===== src/rtl/xor_share_sched_pkg.sv =====
// Shared definitions for the round-robin XOR-cell scheduler.
// State encodings are fixed so the bench can observe the FSM directly.
package xor_share_sched_pkg;

  typedef enum logic [1:0] {
    StIdle  = 2'd0,
    StShift = 2'd1,
    StDone  = 2'd2
  } state_e;

endpackage


===== src/rtl/xor_share_sched_if.sv =====
// Request/operand/result bundle between operand sources and the scheduler.
interface xor_share_sched_if #(
  parameter int unsigned NREQ  = 4,
  parameter int unsigned WIDTH = 8,
  parameter int unsigned IDW   = 2
);
  logic [NREQ-1:0]       req;
  logic [NREQ*WIDTH-1:0] a_in;
  logic [NREQ*WIDTH-1:0] b_in;
  logic [NREQ-1:0]       gnt;
  logic                  busy;
  logic [WIDTH-1:0]      result;
  logic                  result_valid;
  logic [IDW-1:0]        result_id;

  modport master (
    output req, a_in, b_in,
    input  gnt, busy, result, result_valid, result_id
  );

  modport slave (
    input  req, a_in, b_in,
    output gnt, busy, result, result_valid, result_id
  );
endinterface


===== src/rtl/xor_bit_unit.sv =====
// Single-bit XOR cell; the one shared datapath resource of the scheduler.
module xor_bit_unit (
  input  logic x_i,
  input  logic y_i,
  output logic z_o
);
  assign z_o = x_i ^ y_i;
endmodule


===== src/rtl/xor_share_sched.sv =====
// Round-robin scheduler streaming one requester's operands LSB-first through a
// shared single-bit XOR cell and returning the reassembled WIDTH-bit result.
module xor_share_sched
  import xor_share_sched_pkg::*;
#(
  parameter int unsigned NREQ  = 4,
  parameter int unsigned WIDTH = 8,
  parameter int unsigned IDW   = 2
) (
  input logic              clk,
  input logic              rst,
  xor_share_sched_if.slave bus
);

  localparam int unsigned     CntW    = $clog2(WIDTH);
  localparam logic [CntW-1:0] CntLast = CntW'(WIDTH - 1);
  localparam logic [IDW-1:0]  LastRst = IDW'(NREQ - 1);
  localparam logic [NREQ-1:0] GntOne  = NREQ'(1);

  state_e            state_q, state_d;
  logic [NREQ-1:0]   gnt_q, gnt_d;
  logic [WIDTH-1:0]  a_sh_q, a_sh_d;
  logic [WIDTH-1:0]  b_sh_q, b_sh_d;
  logic [WIDTH-2:0]  res_sh_q, res_sh_d;
  logic [CntW-1:0]   cnt_q, cnt_d;
  logic [IDW-1:0]    id_q, id_d;
  logic [IDW-1:0]    last_q, last_d;
  logic [WIDTH-1:0]  result_q, result_d;
  logic [IDW-1:0]    result_id_q, result_id_d;
  logic              result_valid_q, result_valid_d;

  logic              pick_found;
  logic [IDW-1:0]    pick_id;
  logic              cell_z;
  logic [WIDTH-1:0]  res_full;

  // Wrap modulo NREQ by explicit compare so non-power-of-two NREQ works.
  function automatic logic [IDW-1:0] rr_index(logic [IDW-1:0] base, int unsigned off);
    int unsigned idx;
    idx = 32'(base) + off;
    if (idx >= NREQ) idx = idx - NREQ;
    return IDW'(idx);
  endfunction

  always_comb begin
    pick_found = 1'b0;
    pick_id    = '0;
    for (int unsigned k = 1; k <= NREQ; k++) begin
      if (!pick_found && bus.req[rr_index(last_q, k)]) begin
        pick_found = 1'b1;
        pick_id    = rr_index(last_q, k);
      end
    end
  end

  xor_bit_unit u_xor_bit_unit (
    .x_i (a_sh_q[0]),
    .y_i (b_sh_q[0]),
    .z_o (cell_z)
  );

  assign res_full = {cell_z, res_sh_q};

  always_comb begin
    state_d        = state_q;
    gnt_d          = gnt_q;
    a_sh_d         = a_sh_q;
    b_sh_d         = b_sh_q;
    res_sh_d       = res_sh_q;
    cnt_d          = cnt_q;
    id_d           = id_q;
    last_d         = last_q;
    result_d       = result_q;
    result_id_d    = result_id_q;
    result_valid_d = 1'b0;
    unique case (state_q)
      StIdle: begin
        if (pick_found) begin
          gnt_d   = GntOne << pick_id;
          a_sh_d  = bus.a_in[32'(pick_id) * WIDTH +: WIDTH];
          b_sh_d  = bus.b_in[32'(pick_id) * WIDTH +: WIDTH];
          id_d    = pick_id;
          cnt_d   = '0;
          state_d = StShift;
        end
      end
      StShift: begin
        res_sh_d = res_full[WIDTH-1:1];
        a_sh_d   = a_sh_q >> 1;
        b_sh_d   = b_sh_q >> 1;
        cnt_d    = cnt_q + CntW'(1);
        // Publish on the last shift edge so the valid pulse occupies the DONE cycle.
        if (cnt_q == CntLast) begin
          state_d        = StDone;
          gnt_d          = '0;
          result_d       = res_full;
          result_id_d    = id_q;
          result_valid_d = 1'b1;
          last_d         = id_q;
        end
      end
      StDone: begin
        state_d = StIdle;
      end
      default: begin
        state_d = StIdle;
      end
    endcase
  end

  always_ff @(posedge clk) begin
    if (rst) begin
      state_q        <= StIdle;
      gnt_q          <= '0;
      a_sh_q         <= '0;
      b_sh_q         <= '0;
      res_sh_q       <= '0;
      cnt_q          <= '0;
      id_q           <= '0;
      last_q         <= LastRst;
      result_q       <= '0;
      result_id_q    <= '0;
      result_valid_q <= 1'b0;
    end else begin
      state_q        <= state_d;
      gnt_q          <= gnt_d;
      a_sh_q         <= a_sh_d;
      b_sh_q         <= b_sh_d;
      res_sh_q       <= res_sh_d;
      cnt_q          <= cnt_d;
      id_q           <= id_d;
      last_q         <= last_d;
      result_q       <= result_d;
      result_id_q    <= result_id_d;
      result_valid_q <= result_valid_d;
    end
  end

  assign bus.gnt          = gnt_q;
  assign bus.busy         = (state_q != StIdle);
  assign bus.result       = result_q;
  assign bus.result_valid = result_valid_q;
  assign bus.result_id    = result_id_q;

endmodule

===== src/flat_wrapper.sv =====
// flat-port wrapper written by rule: the top's interface ports become plain ports
module xor_share_sched_flat import xor_share_sched_pkg::*;
#(
  parameter int unsigned NREQ  = 4,
  parameter int unsigned WIDTH = 8,
  parameter int unsigned IDW   = 2
)
  (clk, rst, bus_req, bus_a_in, bus_b_in, bus_gnt, bus_busy, bus_result, bus_result_valid, bus_result_id);
  xor_share_sched_if #(.NREQ(NREQ), .WIDTH(WIDTH), .IDW(IDW)) bus_i ();
  input logic clk;
  input logic rst;
  input wire logic [$bits(bus_i.req)-1:0] bus_req;
  input wire logic [$bits(bus_i.a_in)-1:0] bus_a_in;
  input wire logic [$bits(bus_i.b_in)-1:0] bus_b_in;
  output wire logic [$bits(bus_i.gnt)-1:0] bus_gnt;
  output wire logic [$bits(bus_i.busy)-1:0] bus_busy;
  output wire logic [$bits(bus_i.result)-1:0] bus_result;
  output wire logic [$bits(bus_i.result_valid)-1:0] bus_result_valid;
  output wire logic [$bits(bus_i.result_id)-1:0] bus_result_id;
  assign bus_i.req = bus_req;
  assign bus_i.a_in = bus_a_in;
  assign bus_i.b_in = bus_b_in;
  assign bus_gnt = bus_i.gnt;
  assign bus_busy = bus_i.busy;
  assign bus_result = bus_i.result;
  assign bus_result_valid = bus_i.result_valid;
  assign bus_result_id = bus_i.result_id;
  xor_share_sched #(.NREQ(NREQ), .WIDTH(WIDTH), .IDW(IDW)) u_core (.clk(clk), .rst(rst), .bus(bus_i));
endmodule

===== config.mk =====
export PLATFORM = sky130hd
export DESIGN_NAME = xor_share_sched_flat
export DESIGN_NICKNAME = d
export VERILOG_FILES = /design/src/rtl/xor_share_sched_pkg.sv /design/src/rtl/xor_share_sched_if.sv /design/src/rtl/xor_bit_unit.sv /design/src/rtl/xor_share_sched.sv /design/src/flat_wrapper.sv
export SDC_FILE = /design/constraint.sdc
export NUM_CORES = 1
export LEC_CHECK = 0
export CORE_MARGIN = 8
export CORE_UTILIZATION = 42
export CTS_CLUSTER_DIAMETER = 30
export DETAILED_ROUTE_END_ITERATION = 10
export MAX_ROUTING_LAYER = met4
export PLACE_DENSITY = 0.76
export SLEW_MARGIN = 20
export SYNTH_ARGS = -nofsm -noshare
export SYNTH_HDL_FRONTEND = slang
export SYNTH_SLANG_ARGS = --single-unit

===== constraint.sdc =====
create_clock -name clk -period 2.3 [get_ports clk]
set_input_delay 0.69 -clock clk [delete_from_list [all_inputs] [get_ports clk]]
set_output_delay 0.69 -clock clk [all_outputs]
set_load 0.03 [all_outputs]

---- Word level (Yosys, flattened, before mapping) ----
Cells that the tools add are included.
operators by class
  divide/modulo/power cells ............... 0
  shift operators ......................... 3
  multipliers ............................. 0
  reductions and logical operators ........ 15
  add/sub/neg operators ................... 9
  bitwise gates (word level) .............. 2
  magnitude comparators ................... 8
  multiplexer cells ....................... 33
  equal/unequal tests ..................... 4
operators with widths
  kind                                                                     number
  32-bit by 6-bit variable part select with 8-bit output                   2
  8-bit case mux with 2 select lines                                       2
  2-bit 2-to-1 mux                                                         10
  8-bit 2-to-1 mux                                                         2
  2-bit by 3-bit < comparator with 1-bit output, second input constant     4
  3-bit >= comparator, second input constant                               3
  1-bit 2-to-1 mux                                                         9
  1-bit binary-select mux with 2-bit select                                4
  4-bit 2-to-1 mux                                                         2
  4-bit case mux with 2 select lines                                       1
  2-bit AND reduction                                                      4
  2-bit by 1-bit subtractor with 2-bit output, second input constant       4
  2-bit by 2-bit adder with 3-bit output, second input constant            2
  3-bit case mux with 2 select lines                                       1
  2-bit by 3-bit adder with 4-bit output, second input constant            1
  4-bit by 3-bit >= comparator with 1-bit output, second input constant    1
  2-bit by 1-bit inequality test with 1-bit output, second input constant  2
  2-bit case mux with 2 select lines                                       1
  2-bit nonzero test                                                       2
  1-bit by 2-bit left shift with 4-bit output, first input constant        1
  2-bit by 1-bit adder with 3-bit output, second input constant            1
  3-bit by 1-bit adder with 3-bit output, second input constant            1
  3-bit == test, second input constant                                     1
  1-bit logical AND                                                        3
  8 further kinds                                                          10
storage, ports and cells
  bits in writable memories ............... 0
  memories kept ........................... 0
  memory bits (read-only) ................. 0
  register bits after elaboration ......... 47
  latch bits .............................. 0
  output and inout bits ................... 16
  word-level logic and storage cells ...... 85
  input bits .............................. 70

---- Longest topological paths before layout ----
Gate-level depths: netlist (run 1).
  word-level depth ........................ 18
  gate-level depth with buffers ........... 7
  mapped depth without buffers ............ 5

---- By module ----
Synthesis (run 1) repeated with hierarchy kept, for this count alone.
unflattened totals
  cell total of the unflattened synthesis .. 274
  area, all modules ....................... 2344.7 sq um
modules (own cells, without submodules)
  module           area an instance (sq um)  times used  seq. area each (sq um)  cells an instance
  xor_share_sched  2336.0                    1           940.9                   273
  xor_bit_unit     8.8                       1           0.0                     1

---- Least setup slack after synthesis (run 1) ----
Ideal clock, no wire load.
  path kind ............................... input to register
  start point ............................. input port bus_req[3]
  end point ............................... register u_core.a_sh_q[7]
  path buffers ............................ 2
  path slack .............................. 0.017 ns
  required time ........................... 2.183 ns
  stages on the path ...................... 7
  data arrival time ....................... 2.166 ns
  setup time .............................. 0.117 ns
  path through ............................ buf_2 and2b_1 o21ai_1 and3_1 buf_6 mux4_2 a22o_1
between the ends
  cells in the longest elaborated chain, start to end .. 15
  elaborated cells on any way between the ends .. 27
  classes of those cells .................. eq/ne: 1; shift: 1; mux: 18; reduce/logical: 7
RTL lines
  element                                                 line                    text
  from (decl)                                             flat_wrapper.sv:12      input wire logic [$bits(bus_i.req)-1:0] bus_req;
  1-bit binary-select mux with 2-bit select               xor_share_sched.sv:49   if (!pick_found && bus.req[rr_index(last_q, k)]) begin
  1-bit 2-to-1 mux (implied by the code)                  xor_share_sched.sv:49
  1-bit 2-to-1 mux                                        xor_share_sched.sv:49
  1-bit zero test                                         xor_share_sched.sv:49
  1-bit logical AND                                       xor_share_sched.sv:49
  1-bit 2-to-1 mux                                        xor_share_sched.sv:49
  1-bit zero test                                         xor_share_sched.sv:49
  1-bit logical AND                                       xor_share_sched.sv:49
  1-bit 2-to-1 mux                                        xor_share_sched.sv:49
  1-bit zero test                                         xor_share_sched.sv:49
  1-bit logical AND                                       xor_share_sched.sv:49
  2-bit 2-to-1 mux                                        xor_share_sched.sv:49
  32-bit by 6-bit variable part select with 8-bit output  xor_share_sched.sv:80   a_sh_d = bus.a_in[32'(pick_id) * WIDTH +: WIDTH];
  8-bit 2-to-1 mux                                        xor_share_sched.sv:78   if (pick_found) begin
  8-bit case mux with 2 select lines                      xor_share_sched.sv:76   unique case (state_q)
  to (signal assigned)                                    xor_share_sched.sv:127  a_sh_q <= a_sh_d;
  to (decl)                                               xor_share_sched.sv:22   logic [WIDTH-1:0] a_sh_q, a_sh_d;
Parallel ways exist; a longest one is shown, timed or not. The select of a mux whose other input is x is not followed.
A chain may end at the register's enable or synchronous reset.

---- Worst setup path after layout (run 1) ----
  start point ............................. input port bus_req[2]
  end point ............................... register u_core.b_sh_q[0]
between the ends
  cells in the longest elaborated chain, start to end .. 15
  elaborated cells on any way between the ends .. 27
  classes of those cells .................. eq/ne: 1; shift: 1; mux: 18; reduce/logical: 7
RTL lines
  element                                                 line                    text
  1-bit binary-select mux with 2-bit select               xor_share_sched.sv:49
  1-bit 2-to-1 mux (implied by the code)                  xor_share_sched.sv:49
  1-bit 2-to-1 mux                                        xor_share_sched.sv:49
  1-bit zero test                                         xor_share_sched.sv:49
  1-bit logical AND                                       xor_share_sched.sv:49
  1-bit 2-to-1 mux                                        xor_share_sched.sv:49
  1-bit zero test                                         xor_share_sched.sv:49
  1-bit logical AND                                       xor_share_sched.sv:49
  1-bit 2-to-1 mux                                        xor_share_sched.sv:49
  1-bit zero test                                         xor_share_sched.sv:49
  1-bit logical AND                                       xor_share_sched.sv:49
  2-bit 2-to-1 mux                                        xor_share_sched.sv:49
  32-bit by 6-bit variable part select with 8-bit output  xor_share_sched.sv:81   b_sh_d = bus.b_in[32'(pick_id) * WIDTH +: WIDTH];
  8-bit 2-to-1 mux                                        xor_share_sched.sv:78
  8-bit case mux with 2 select lines                      xor_share_sched.sv:76
  to (signal assigned)                                    xor_share_sched.sv:128  b_sh_q <= b_sh_d;
  to (decl)                                               xor_share_sched.sv:23   logic [WIDTH-1:0] b_sh_q, b_sh_d;
Parallel ways exist; a longest one is shown, timed or not. The select of a mux whose other input is x is not followed.

==> results of run 1 <==
layer usage:
layer | routed length, um | part of all wire, %
met5 | 0 | 0
met4 | 259 | 2.8
met3 | 237 | 2.6
met2 | 4650 | 51
met1 | 3990 | 44
critical path: cells and delay by family:
family	cells	cell delay, ps
buf+inv	3	980
simple gates	2	170
compound gates	3	650
layout make-up:
class	count	area share (%)
Clock buffer	5	1.71
Clock inverter	3	0.592
Inverter	26	2.43
Multi-Input combinational cell	262	39.9
Sequential cell	47	23.4
Tap cell	77	2.40
Timing Repair Buffer	125	29.5
layout by cell type (no fill, tap or decap), types with 5 or more instances in the layout:
cell type        instances
inv_1                   26
dfxtp_1                 47
a211oi_1                 5
nand3b_1                 8
nor3b_1                 10
nor2_1                  23
buf_4                   35
o211ai_1                11
nand2_1                 45
clkbuf_8                 5
nor3_1                  14
a21oi_1                 32
clkdlybuf4s50_1         80
o21ai_0                 18
o21ai_1                  6
and4_1                  10
nor2b_1                 15
a31oi_1                 13
nand3_1                  8
worst max path at each step:
stage	startpoint	end	slack (ps)	depth (start not counted)
after floorplan	bus_req[3]	u_core.a_sh_q[7]$_SDFFE_PP0P_	20	7
after global placement	bus_req[1]	u_core.a_sh_q[5]$_SDFFE_PP0P_	-290	8
after detailed placement	bus_req[1]	u_core.a_sh_q[5]$_SDFFE_PP0P_	-330	8
final	bus_req[2]	u_core.b_sh_q[0]$_SDFFE_PP0P_	5	8
after CTS	u_core.state_q[1]$_SDFFE_PP0P_	bus_busy	5	2
after global routing	bus_req[2]	u_core.a_sh_q[6]$_SDFFE_PP0P_	-80	8
power by group through the flow:
stage | Clock [W] | Sequential, W | Combinational, W
6_report | 0.000521 | 0.000872 | 0.000436
5_1_grt | 0.000571 | 0.000877 | 0.000472
4_1_cts | 0.000536 | 0.000872 | 0.000415
3_5_place_dp | 0 | 0.000890 | 0.000413
3_3_place_gp | 0 | 0.000889 | 0.000407
2_1_floorplan | 0 | 0.000890 | 0.000205
metrics by stage:
stage          cells  power, W  cell area [um2]  setup WS, ps
2_1_floorplan    371   0.00109             2760          16.9
3_3_place_gp     534   0.00130             3840          -287
3_5_place_dp     534   0.00130             3840          -335
4_1_cts          542   0.00182             3930          4.70
5_1_grt          545   0.00192             4020         -76.8
6_report         545   0.00183             4020          5.43
what timing repair did:
item,4_1_cts,5_1_grt
gates resized for setup,1,22
pin swaps,0,4
buffers inserted,0,2
setup endpoints to repair,1,17
cloned,0,1
flip-flops by register name, summed over array words and instances, names as in the netlist:
signal and flops:
u_core.bus.result_id 2, u_core.last_q 2, u_core.cnt_q 3, u_core.bus.result 8, u_core.state_q 2, u_core.res_sh_q 7
u_core.b_sh_q 8, u_core.bus.gnt 4, u_core.bus.result_valid 1, u_core.a_sh_q 8, u_core.id_q 2
logic make-up after synthesis:
family,count (synthesis)
multiplexers,6
adder cells (fa/ha/maj),2
XOR/XNOR,1
AND/OR/NAND/NOR,147
buffers and inverters,62
flip-flops,47
AO/OA/AOI/OAI,106
==> metrics.txt, run 1 <==
CP arrival=2490 ps; post-route antenna net violation count=0; antenna violations before repair=0; top-area cell type share of the netlist area=34.1%; Adder-Cell Fraction of Synth Area=less than 1%; via count=about 3100; # hold bufs at CTS=0; count of endpoints failing setup in the final report=0; combinational family with the most area after synthesis=simple AND/OR/NAND/NOR gates; worst-case clock buffer depth=2; FF/Latch Area=around 940 um2; syn_area_per_cell=approximately 7.4 um2; type of origin of the critical path=input pin; Final min period=2290 ps; share of synthesized flip-flops with an asynchronous set or reset=0%; Final Skew=7.73 ps; Syn Nets=443; worst hold slack=460 ps; Required @ worst endpoint=2490 ps; most common cell in the synthesized netlist=dfxtp_1; number of flops mapped to enable cells by yosys=0; count of buffers from port buffering=85; GRT busiest layer=met2; Cells after Synth=around 370; compound-gate portion of the synthesized area=23.9%; share of synthesized area spent on multiplexers=under 10%; number of CTS-inserted buffers=5; top-level I/O count=86; number of optimization iterations in the first detailed-route pass=6; largest stage delay on the critical path=520 ps; final hold viol count=0; net total in the final layout=539; Avg WL per Cell=16.8 um; critical path, cell by cell=clkdlybuf4s50_1, buf_4, nor3_2, a311oi_2, buf_2, o21ai_0, o21ai_0, nand3_1; ranking of synthesized cells by area=dfxtp_1, nand2_1, a21oi_1; startpoint of the tightest hold check path=u_core.bus.result[0]$_SDFFE_PP0P_; PwrDens=455 mW/mm2; number of rows created at floorplan=29; Internal Power=approximately 0.0013 W; last weighted congestion value of the routability-driven placer=0.891; portion of total power attributed to combinational logic=23.8%; maximum achievable frequency=0.436 GHz; TritonCTS clock tree=yes; maximum number of pins on one net before global-route repair=32; Sequential Power Share=47.7%; number of sinks on the clock net=between 40 and 50; share of the synthesized netlist area taken by xor and xnor gates=0.317%; average via count per standard cell=5.64; launch point of the worst reg-to-reg path=u_core.last_q[1]$_SDFFE_PP1P_; Worst Tran Pin Value=789 ps; kind of end point of the critical path=register; fill cell count=564; clock slew seen by the registers of the worst setup and hold paths=approximately 90 ps; power spent charging and discharging nets=between 0.0005 and 0.0006 W; CP max-delay cell=clkdlybuf4s50_1; number of cells on the worst reg-to-reg path=5; switching fraction of total power=28.3%; floorplan die height=97.1 um; Main synth FF type=dfxtp_1; wirelength, routed=9140 um; post-route fraction of the period consumed by the critical path=approximately 100%; first-pass GRT wire length=14600 um; Congestion Overflow GR=0; max-slew headroom at the worst pin=47.4%; post-detailed-placement half-perimeter wirelength=6670 um; setup TNS=0 ps; number of violations of the max-capacitance limit=0; crit path max fanout=8; share of post-route cells with drive strength above 1=14.1%; number of antenna diodes=0; number of H-tree levels=2; die area=~0.0094 mm2; class of the tightest hold or removal check=register to register; Clk network pwr share=28.5%; overall track demand over capacity in global routing=18.8%; met2 Track Usage GR=32.1%; Initial Utilization=43.4%; Hold Path Depth=2; Worst Hold Path EP=u_core.bus.result[0]$_SDFFE_PP0P_; utilization of the core after routing=between 60% and 70%; category of the critical setup timing path=input pin to register; sequential area share after synthesis=between 30% and 40%; global-route track usage on met1=21.4%; R2R setup slack=400 ps; Final Max Tran Viols=0; VDD IR-drop max=0.378 mV; Core ar.=0.00635 mm2; area growth from synthesis to layout=45.6%; number of synthesized register bits=47; most instantiated cells after synthesis=dfxtp_1, nand2_1, a21oi_1, clkbuf_1, inv_1; insertion delay of the later-clocked pin in the worst-skew pair=roughly 300 ps; distinct cell type count of the synthesized netlist=43; capturing point of the worst reg2reg path=u_core.b_sh_q[7]$_SDFFE_PP0P_; simple-gate share of the synthesized area=28.0%; top cell type by total area after synthesis=dfxtp_1; leakage power of the design=1.60 nW; met3 usage=2.92%; Synth warnings=0; critical path's most frequent cell=o21ai_0; die width=97.1 um; area of the mapped netlist=0.00276 mm2; number of DRC markers after the initial detailed-route iteration=approximately 160; root buffer selected by CTS=clkbuf_8; multi-input combinational cell area=around 0.0016 mm2; drt drc=0; run status=complete, no violations; vias in the first global route=3104
No activity file was read; power rests on OpenSTA's default activity.
==> run 2: changes to the inputs <==
Settings changed: CAP_MARGIN set to 0.
==> results of run 2 <==
Final layout, timing and power as in run 1 (identical DEF).
==> run 3: changes to the inputs <==
Settings changed: ABC_AREA set to 1.
==> run 3 against run 2 <==
  * Worst setup slack improved by 160 ps
  * Cell count rose by 12%
  * Hold slack worse by 13 ps
  * Synthesized cell count grew 18%
  * Combinational power rose by 27%
  * Sequential power grew 2.5%
  * Critical path type is now register to output pin
==> metrics.txt, run 3 <==
max-slew headroom at the worst pin=48.7% (+1.3 points); wirelength, routed=9110 um (-0.35%); fill cell count=548 (-2.8%); top-area cell type share of the netlist area=34.5% (+0.38 points); Synth warnings=0 (unchanged); net total in the final layout=605 (+12%); area of the mapped netlist=0.00273 mm2 (-1.1%); number of CTS-inserted buffers=5 (unchanged); number of violations of the max-capacitance limit=0 (unchanged); Core ar.=0.00631 mm2 (-0.57%); critical path's top delay family=buffers and inverters; number of DRC markers after the initial detailed-route iteration=234 (+50%); number of antenna diodes=0 (unchanged); crit path max fanout=2 (-6); sequential area share after synthesis=34.5% (+0.38 points); largest stage delay on the critical path=670 ps (+150 ps); setup TNS=0 ps (unchanged); Congestion Overflow GR=0 (unchanged); kind of end point of the critical path=output pin; Final Max Tran Viols=0 (unchanged); Syn Nets=509 (+15%); top library cells by usage in the layout, fill and taps aside=nand2_1, clkdlybuf4s50_1, nand3_1; number of synthesized register bits=47 (unchanged); CP max-delay cell=clkdlybuf4s50_1; Final min period=2140 ps (-155 ps); Final Skew=4.85 ps (-2.88 ps); Initial Utilization=43.2% (-0.23 points); worst hold slack=448 ps (-12.6 ps); Critical Path Start=u_core.state_q[1]$_SDFFE_PP0P_; number of H-tree levels=2 (unchanged); final hold viol count=0 (unchanged); count of buffers from port buffering=85 (unchanged); via count=3194 (+3.9%); Worst Tran Pin Value=769 ps (-19.9 ps); post-route fraction of the period consumed by the critical path=93.0% (-6.8 points); vias in the first global route=2866 (-7.7%); antenna violations before repair=0 (unchanged); leakage power of the design=1.89 nW (+18%); insertion delay of the later-clocked pin in the worst-skew pair=300 ps (about the same); Required @ worst endpoint=1610 ps (-880 ps); floorplan die height=96.6 um (-0.46%); R2R setup slack=160 ps (-240 ps); post-detailed-placement half-perimeter wirelength=6020 um (-9.8%); maximum achievable frequency=0.467 GHz (+7.3%); clock slew seen by the registers of the worst setup and hold paths=90 ps (about the same); PwrDens=478 mW/mm2 (+4.9%); top-level I/O count=86 (unchanged); type of origin of the critical path=register; post-route antenna net violation count=0 (unchanged); Cells after Synth=437 (+18%); class of the tightest hold or removal check=register to register; last weighted congestion value of the routability-driven placer=0.882 (-1.0%); routed wire length on met2=4070 um (-12%); area growth from synthesis to layout=49.5%; number of sinks on the clock net=47 (unchanged); drt drc=0 (unchanged); Main synth FF type=dfxtp_1; number of optimization iterations in the first detailed-route pass=5 (-1); run status=complete, no violations; overall track demand over capacity in global routing=17.0% (-1.8 points); syn_area_per_cell=6.24 um2 (-16%); VDD IR-drop max=0.411 mV (+8.8%); first-pass GRT wire length=13600 um (-7.1%); root buffer selected by CTS=clkbuf_8; die area=0.00933 mm2 (-0.91%); most instantiated cells after synthesis=nand2_1, nand3_1, dfxtp_1, a21oi_1, nor2_1; average via count per standard cell=5.23 (-7.3%); startpoint of the tightest hold check path=u_core.state_q[0]$_SDFFE_PP0P_; met3 wirelength from detailed routing=715 um (+200%); most common cell in the synthesized netlist=nand2_1; CP arrival=1450 ps (-1040 ps); share of post-route cells with drive strength above 1=13.3% (-0.81 points); ranking of synthesized cells by area=dfxtp_1, nand2_1, nand3_1; WL met1=4180 um (+4.8%); number of flops mapped to enable cells by yosys=0 (unchanged); distinct cell type count of the synthesized netlist=28 (-35%); launch point of the worst reg-to-reg path=u_core.last_q[0]$_SDFFE_PP1P_; die width=96.6 um (-0.46%); TritonCTS clock tree=yes; worst-case clock buffer depth=2 (unchanged); critical path, cell by cell=inv_1, nand2_1, clkdlybuf4s50_1; WP buf/inv=2 (-1); count of endpoints failing setup in the final report=0 (unchanged); top cell type by total area after synthesis=dfxtp_1; unrepaired setup endpoints after global routing=no; number of rows created at floorplan=29 (unchanged); Avg WL per Cell=14.9 um (-11%); share of synthesized flip-flops with an asynchronous set or reset=0% (unchanged); maximum number of pins on one net before global-route repair=36 (+13%); Top Layer Used=met4; commonest non-fill, non-tap cell in the layout=nand2_1; category of the critical setup timing path=register to output pin
## run 3: cell types whose count changed after synthesis, moves of 12 or more
cell,before,now
nand2_1,45,209
nand3_1,8,56
clkbuf_1,27,10
nor3_1,17,0
nor2b_1,15,0
inv_1,26,12
a31oi_1,13,0
o21ai_0,23,11
## run 3: power breakdown
part	switching, W	internal [W]
Clock	0.000284	0.000217
Combinational	0.000286	0.000268
Sequential	0.0000287	0.000865
Total	0.000599	0.00135
## run 3: worst paths after layout
kind | to | depth (start not counted)
min reg2reg | u_core.state_q[0]$_SDFFE_PP0P_ | 1
min | u_core.state_q[0]$_SDFFE_PP0P_ | 1
max reg2reg | u_core.b_sh_q[6]$_SDFFE_PP0P_ | 14
max | bus_busy | 3
## run 3: stage by stage
step	std cells	power [W]	utilization (%)	cell area (um2)	worst slack (ps)
2_1_floorplan	437	0.00119	-	2730	316
3_3_place_gp	591	0.00139	57.9	3660	-325
3_5_place_dp	591	0.00139	57.9	3660	-403
4_1_cts	599	0.00190	59.8	3770	-3.77
5_1_grt	611	0.00205	64.6	4080	35.0
6_report	611	0.00195	64.6	4080	161
## run 3: logic make-up (layout without fill, tap and decap cells)
group / Yosys count / in the layout / synth area share [%]
xor+xnor: 1 / 1 / 0.321
compound gates: 50 / 50 / 9.77
buf+inv: 40 / 133 / 8.30
flops: 47 / 47 / 34.5
fa+ha+maj: 2 / 2 / 0.917
simple gates: 297 / 301 / 46.2
## run 3: layout make-up
cell class                      instances  area [um2]  area share, %
Timing Repair inverter                  1        5.00          0.123
Timing Repair Buffer                  108        1140           28.0
Inverter                               16        65.1           1.59
Clock inverter                          3        23.8          0.583
Multi-Input combinational cell        354        1730           42.5
Tap cell                               77        96.3           2.36
Clock buffer                            5        68.8           1.69
Sequential cell                        47         943           23.1
## run 3: layer usage
metal / GRT usage [%] / vias up
met2: 24.7 / 120
met4: 4.26 / 0
met5: - / -
met3: 3.34 / 15
met1: 23.3 / 1454
li1: - / 1605
## run 3: repair_timing
item | CTS | global route
setup endpoints to repair | 16 | 22
hold buffers | 0 | 0
cloned | 0 | 9
pin swaps | 2 | 16
buffers inserted | 0 | 3
resized for setup | 6 | 30
